`src/rtl/kbest_path_elector_pkg.sv`:
```
// Shared types for the K-best survivor elector (optional KBEST_PRUNE_EN drops saturated PEDs).
`ifndef ERR_WL
`define ERR_WL 16
`endif

package kbest_path_elector_pkg;
  localparam int unsigned ERR_WL = `ERR_WL;

  typedef enum logic {
    KBE_IDLE  = 1'b0,
    KBE_ELECT = 1'b1
  } kbe_state_t;

  function automatic int unsigned idx_w(input int unsigned n);
    return (n > 1) ? $clog2(n) : 1;
  endfunction
endpackage

```
`src/rtl/kbest_min_tree.sv`:
```
// Binary comparator tree returning the smallest valid PED and its leaf index.
// Used unchanged with or without KBEST_PRUNE_EN.
`ifndef ERR_WL
`define ERR_WL 16
`endif

module kbest_min_tree
  import kbest_path_elector_pkg::*;
#(
  parameter int unsigned W      = 16,
  parameter int unsigned LEAVES = 4,
  localparam int unsigned IW    = idx_w(LEAVES)
) (
  input  logic [LEAVES*W-1:0] ped,
  input  logic [LEAVES-1:0]   valid,
  output logic [W-1:0]        min_ped,
  output logic [IW-1:0]       min_idx,
  output logic                any_valid
);
  localparam int unsigned L2 = 1 << IW;

  // Heap layout: node i has children 2i and 2i+1; leaves sit at L2..2*L2-1.
  // The left child wins ties, which gives lower-index priority.
  always_comb begin : tree
    logic [W-1:0]  n_ped [2*L2];
    logic [IW-1:0] n_idx [2*L2];
    logic          n_val [2*L2];
    for (int unsigned i = 0; i < 2*L2; i++) begin
      n_ped[i] = '0;
      n_idx[i] = '0;
      n_val[i] = 1'b0;
    end
    for (int unsigned i = 0; i < LEAVES; i++) begin
      n_ped[L2+i] = ped[i*W +: W];
      n_idx[L2+i] = IW'(i);
      n_val[L2+i] = valid[i];
    end
    for (int unsigned i = L2 - 1; i > 0; i--) begin
      if (n_val[2*i] && (!n_val[2*i+1] || n_ped[2*i] <= n_ped[2*i+1])) begin
        n_ped[i] = n_ped[2*i];
        n_idx[i] = n_idx[2*i];
        n_val[i] = 1'b1;
      end else begin
        n_ped[i] = n_ped[2*i+1];
        n_idx[i] = n_idx[2*i+1];
        n_val[i] = n_val[2*i+1];
      end
    end
    min_ped   = n_ped[1];
    min_idx   = n_idx[1];
    any_valid = n_val[1];
  end
endmodule

```
`src/rtl/kbest_path_elector.sv`:
```
// K-best survivor election: streams the K_SEL smallest-PED candidate paths in ascending order.
// Optional macro KBEST_PRUNE_EN excludes saturated (all-ones) PEDs and allows early termination.
`ifndef ERR_WL
`define ERR_WL 16
`endif

module kbest_path_elector
  import kbest_path_elector_pkg::*;
#(
  parameter int unsigned N     = 2,
  parameter int unsigned P     = 4,
  parameter int unsigned K_SEL = 4
) (
  input  logic                      clk,
  input  logic                      rst,
  input  logic                      in_valid,
  output logic                      in_ready,
  input  logic [P*4*N*2-1:0]        PATH_in,
  input  logic [P*4*`ERR_WL-1:0]    PED_in,
  output logic                      out_valid,
  input  logic                      out_ready,
  output logic [N*2-1:0]            PATH_out,
  output logic [`ERR_WL-1:0]        PED_out,
  output logic [idx_w(P)-1:0]       PARENT_out,
  output logic                      done
);
  localparam int unsigned C  = 4*P;
  localparam int unsigned LW = N*2;
  localparam int unsigned PW = idx_w(P);
  localparam int unsigned CW = idx_w(C+1);

  kbe_state_t          state;
  logic [C*LW-1:0]     cand_path;
  logic [C*ERR_WL-1:0] cand_ped;
  logic [C-1:0]        consumed;
  logic [CW-1:0]       cnt;

  logic [P*ERR_WL-1:0] head_ped;
  logic [1:0]          head_child [P];
  logic [P-1:0]        head_any;
  logic [ERR_WL-1:0]   win_ped;
  logic [PW-1:0]       win_parent;
  logic                win_any;
  logic [PW+1:0]       win_idx;
  logic [C-1:0]        win_mask;
  logic                last;

  for (genvar p = 0; p < P; p++) begin : g_par
    kbest_min_tree #(.W(ERR_WL), .LEAVES(4)) u_head (
      .ped      (cand_ped[p*4*ERR_WL +: 4*ERR_WL]),
      .valid    (~consumed[p*4 +: 4]),
      .min_ped  (head_ped[p*ERR_WL +: ERR_WL]),
      .min_idx  (head_child[p]),
      .any_valid(head_any[p])
    );
  end

  kbest_min_tree #(.W(ERR_WL), .LEAVES(P)) u_global (
    .ped      (head_ped),
    .valid    (head_any),
    .min_ped  (win_ped),
    .min_idx  (win_parent),
    .any_valid(win_any)
  );

  // Candidate index is parent*4 + child, which is exactly this concatenation.
  assign win_idx = {win_parent, head_child[win_parent]};

  always_comb begin
    win_mask          = '0;
    win_mask[win_idx] = 1'b1;
  end

`ifdef KBEST_PRUNE_EN
  logic [C-1:0] sat_mask;
  always_comb begin
    sat_mask = '0;
    for (int unsigned c = 0; c < C; c++) sat_mask[c] = &PED_in[c*ERR_WL +: ERR_WL];
  end
  assign last = (cnt == CW'(K_SEL-1)) || ((~consumed & ~win_mask) == '0);
`else
  assign last = (cnt == CW'(K_SEL-1));
`endif

  assign in_ready   = (state == KBE_IDLE);
  assign out_valid  = (state == KBE_ELECT) && win_any;
  assign PATH_out   = out_valid ? cand_path[win_idx*LW +: LW] : '0;
  assign PED_out    = out_valid ? win_ped : '0;
  assign PARENT_out = out_valid ? win_parent : '0;

  always_ff @(posedge clk or posedge rst) begin
    if (rst) begin
      state     <= KBE_IDLE;
      cand_path <= '0;
      cand_ped  <= '0;
      consumed  <= '0;
      cnt       <= '0;
      done      <= 1'b0;
    end else begin
      done <= 1'b0;
      case (state)
        KBE_IDLE: begin
          if (in_valid) begin
            cand_path <= PATH_in;
            cand_ped  <= PED_in;
            cnt       <= '0;
`ifdef KBEST_PRUNE_EN
            consumed <= sat_mask;
            if (&sat_mask) done  <= 1'b1;
            else           state <= KBE_ELECT;
`else
            consumed <= '0;
            state    <= KBE_ELECT;
`endif
          end
        end
        KBE_ELECT: begin
          if (out_ready) begin
            consumed <= consumed | win_mask;
            cnt      <= cnt + 1'b1;
            if (last) begin
              state <= KBE_IDLE;
              done  <= 1'b1;
            end
          end
        end
        default: state <= KBE_IDLE;
      endcase
    end
  end
endmodule

```
`config.mk`:
```
export PLATFORM = sky130hd
export DESIGN_NAME = kbest_path_elector
export DESIGN_NICKNAME = d
export VERILOG_FILES = /design/src/rtl/kbest_path_elector_pkg.sv /design/src/rtl/kbest_min_tree.sv /design/src/rtl/kbest_path_elector.sv
export SDC_FILE = /design/constraint.sdc
export NUM_CORES = 1
export LEC_CHECK = 0
export ABC_AREA = 1
export ABC_CLOCK_PERIOD_IN_PS = 34100
export CORE_AREA = 3 3 292 294
export DETAILED_ROUTE_END_ITERATION = 8
export DIE_AREA = 0 0 295 297
export PLACE_DENSITY = 0.46
export SETUP_SLACK_MARGIN = 0.5
export SLEW_MARGIN = 0
export SYNTH_ARGS = -nofsm -noshare
export SYNTH_HDL_FRONTEND = slang
export SYNTH_HIERARCHICAL = 1
export SYNTH_SLANG_ARGS = --single-unit
```
`constraint.sdc`:
```
create_clock -name clk -period 34.1 [get_ports clk]
set_clock_uncertainty 0.05 [all_clocks]
set_input_delay 5.115 -clock clk [delete_from_list [all_inputs] [get_ports clk]]
set_output_delay 5.115 -clock clk [all_outputs]
set_load 0.02 [all_outputs]
```
==> results.ini <==
[outcome]
status=complete, no violations

[yosys]
syn-num-nets=4207
synthCells=3642
synth-adder-area-share=0.122
synthArstFlopShare=1.00
synth_top_area_share=0.347
synth_xor_area_frac=0
synth_edf_count=0
synth_top_family_by_area=simple AND/OR/NAND/NOR gates
synthTopCellsByCount=nand2_1, inv_1, dfrtp_1, nand3_1, ha_1
synth_area_sq_um=24700
synth_seq_cells=343
synth_compound_area_frac=0.0506
yosys_most_used_dff=dfrtp_1
yosysTopAreaCell=dfrtp_1
avgSynthCellArea_sq_um=6.79
yosysMostFrequentCell=nand2_1
synth_area_leaders=dfrtp_1, nand2_1, ha_1
synth_warnings=6
synth_simple_gate_area_frac=0.379
synth_mux_area_frac=0
yosysUniqueCellTypes=26
ys_seq_area_frac=0.347

[clock_tree]
cts_sinks=343
clkSlewWorstSetupHoldPaths_ns=0.05
clk_latency_ns=0.58
cts_made_buffers=43
post_cts_buffers=0
cts_root_buffer=clkbuf_16
postCtsHoldBufs=0
ctsResizeCount=0
cts_buffer_depth=3
h-tree-depth=2
cts_tree=yes

[floorplan]
core-area_sq_um=83200
die-area_sq_um=87600
initial_utilization=0.297
ios=349
die_x_um=295
die_height_um=297
rows=106

[detailed_routing]
wl_um=85400
drt_iter0_markers=1375
viasPerCell=4.51
vias=22700
drc=0
wl_per_cell_um=17.0
antenna_left=0
drtPass1Iterations=5

[hold_path]
min_path_type=flip-flop to flip-flop

[timing]
rsz0062_at_grt=no
slew_headroom=0.327
fin_crit_sh=0.442
setup_violations=0
period_needed_ns=15.07
fmax_ghz=0.0664
tns_ns=0
max_slew.worst_pin.slew_ns=1.01
final_max_slew_viol_count=0
hold_viol=0

[grt]
grt_pass1_vias=23000
antenna_found_initial=1
grt_max_degree=129
grt_pass1_wl_um=132000
grt.overflow.total=0
grt_usage=0.193

[setup_path]
critPathSlowestCell=nand2_2
r2r_slack_ns=25.27
start_kind=flip-flop
cp.arrival_ns=9.90
end_kind=primary output
slowest_delay_ns=0.67
path_common_cell=nand2_1
crit_fanout=49
crit_required_ns=28.93
criticalPathCategory=flip-flop to primary output

[layout]
multi_input_area_sq_um=13600
area_growth_pct=22.9
ff_latch_area_sq_um=8580
fill_cells=9065
nNetsFinal=4478
post-route-util=0.366
instances_no_fill=5027
drive_gt1_frac=0.0461

[run]
cap_violations=0

[placement]
dp_hpwl_um=67100
dp.cells=4948
port_buffers=348
globalplace.congestion=0.849

registers in the layout (all words and copies together) (netlist names):
register / cells
cnt: 5
done: 1
cand_ped: 256
state: 1
consumed: 16
cand_path: 64
final cells by class:
type / instances / share of cell area
multi-input combinational: 2687 / 0.449
antenna: 2 / 0.000165
sequential: 343 / 0.282
inverter: 480 / 0.0597
clock buffer: 61 / 0.0413
tap: 1080 / 0.0444
clock inverter: 16 / 0.00634
timing repair buffer: 358 / 0.117
stage by stage:
stage	cell area, sq um	hold slack (ns)	worst slack (ns)
finish	30400	0.418	19.03
global route	30400	0.447	17.90
CTS	30400	0.426	18.94
detailed placement	29000	0.411	19.60
global placement	29000	0.409	19.63
floorplan	24700	0.381	19.43
per-layer routing:
| layer | up-vias | GRT usage | wire [um] |
|---|---|---|---|
| met3 | 81 | 0.0236 | 3320 |
| li1 | 11800 | - | - |
| met1 | 10300 | 0.258 | 39100 |
| met2 | 407 | 0.333 | 41400 |
| met5 | - | 0 | 0 |
| met4 | 0 | 0.0416 | 1600 |
final timing paths:
path,startpoint,endpoint,cells past startpoint
setup / recovery,cand_ped[95],PATH_out[0],54
hold / removal,cand_path[40],cand_path[40],2
setup reg to reg,cand_ped[95],consumed[8],49
hold reg to reg,cand_path[40],cand_path[40],2
max in group asynchronous,rst,cand_ped[233],5
min in group asynchronous,rst,cand_ped[19],2
cells by family after synthesis:
group | Yosys count
and+or+nand+nor | 2213
buffers and inverters | 612
DFF | 343
adders and majority gates | 241
AOI/OAI and AO/OA | 233
critical path, delay by kind of cell, from the launching register on:
family	cells	cell delay [ns]
AND/OR/NAND/NOR	38	5.31
buffers and inverters	6	1.47
adder cells (fa/ha/maj)	4	1.18
AO/OA/AOI/OAI	6	0.98
flip-flops	1	0.35
placed cells by master, fill, tap and decap left out, drive strengths merged:
| master | instances |
|---|---|
| a21o | 10 |
| a21oi | 109 |
| and2 | 80 |
| buf | 10 |
| bufinv | 4 |
| clkbuf | 61 |
| clkdlybuf4s50 | 348 |
| clkinv | 10 |
| clkinvlp | 2 |
| dfrtp | 343 |
| diode | 2 |
| ha | 241 |
| inv | 480 |
| nand2 | 1650 |
| nand3 | 342 |
| nand3b | 10 |
| nand4 | 16 |
| nor2 | 115 |
| o21a | 15 |
| o21ai | 81 |
| o22ai | 17 |
| o31ai | 1 |
Power is not shown: default switching activity piles up to over one toggle a cycle in this logic, so the estimate is an artifact.
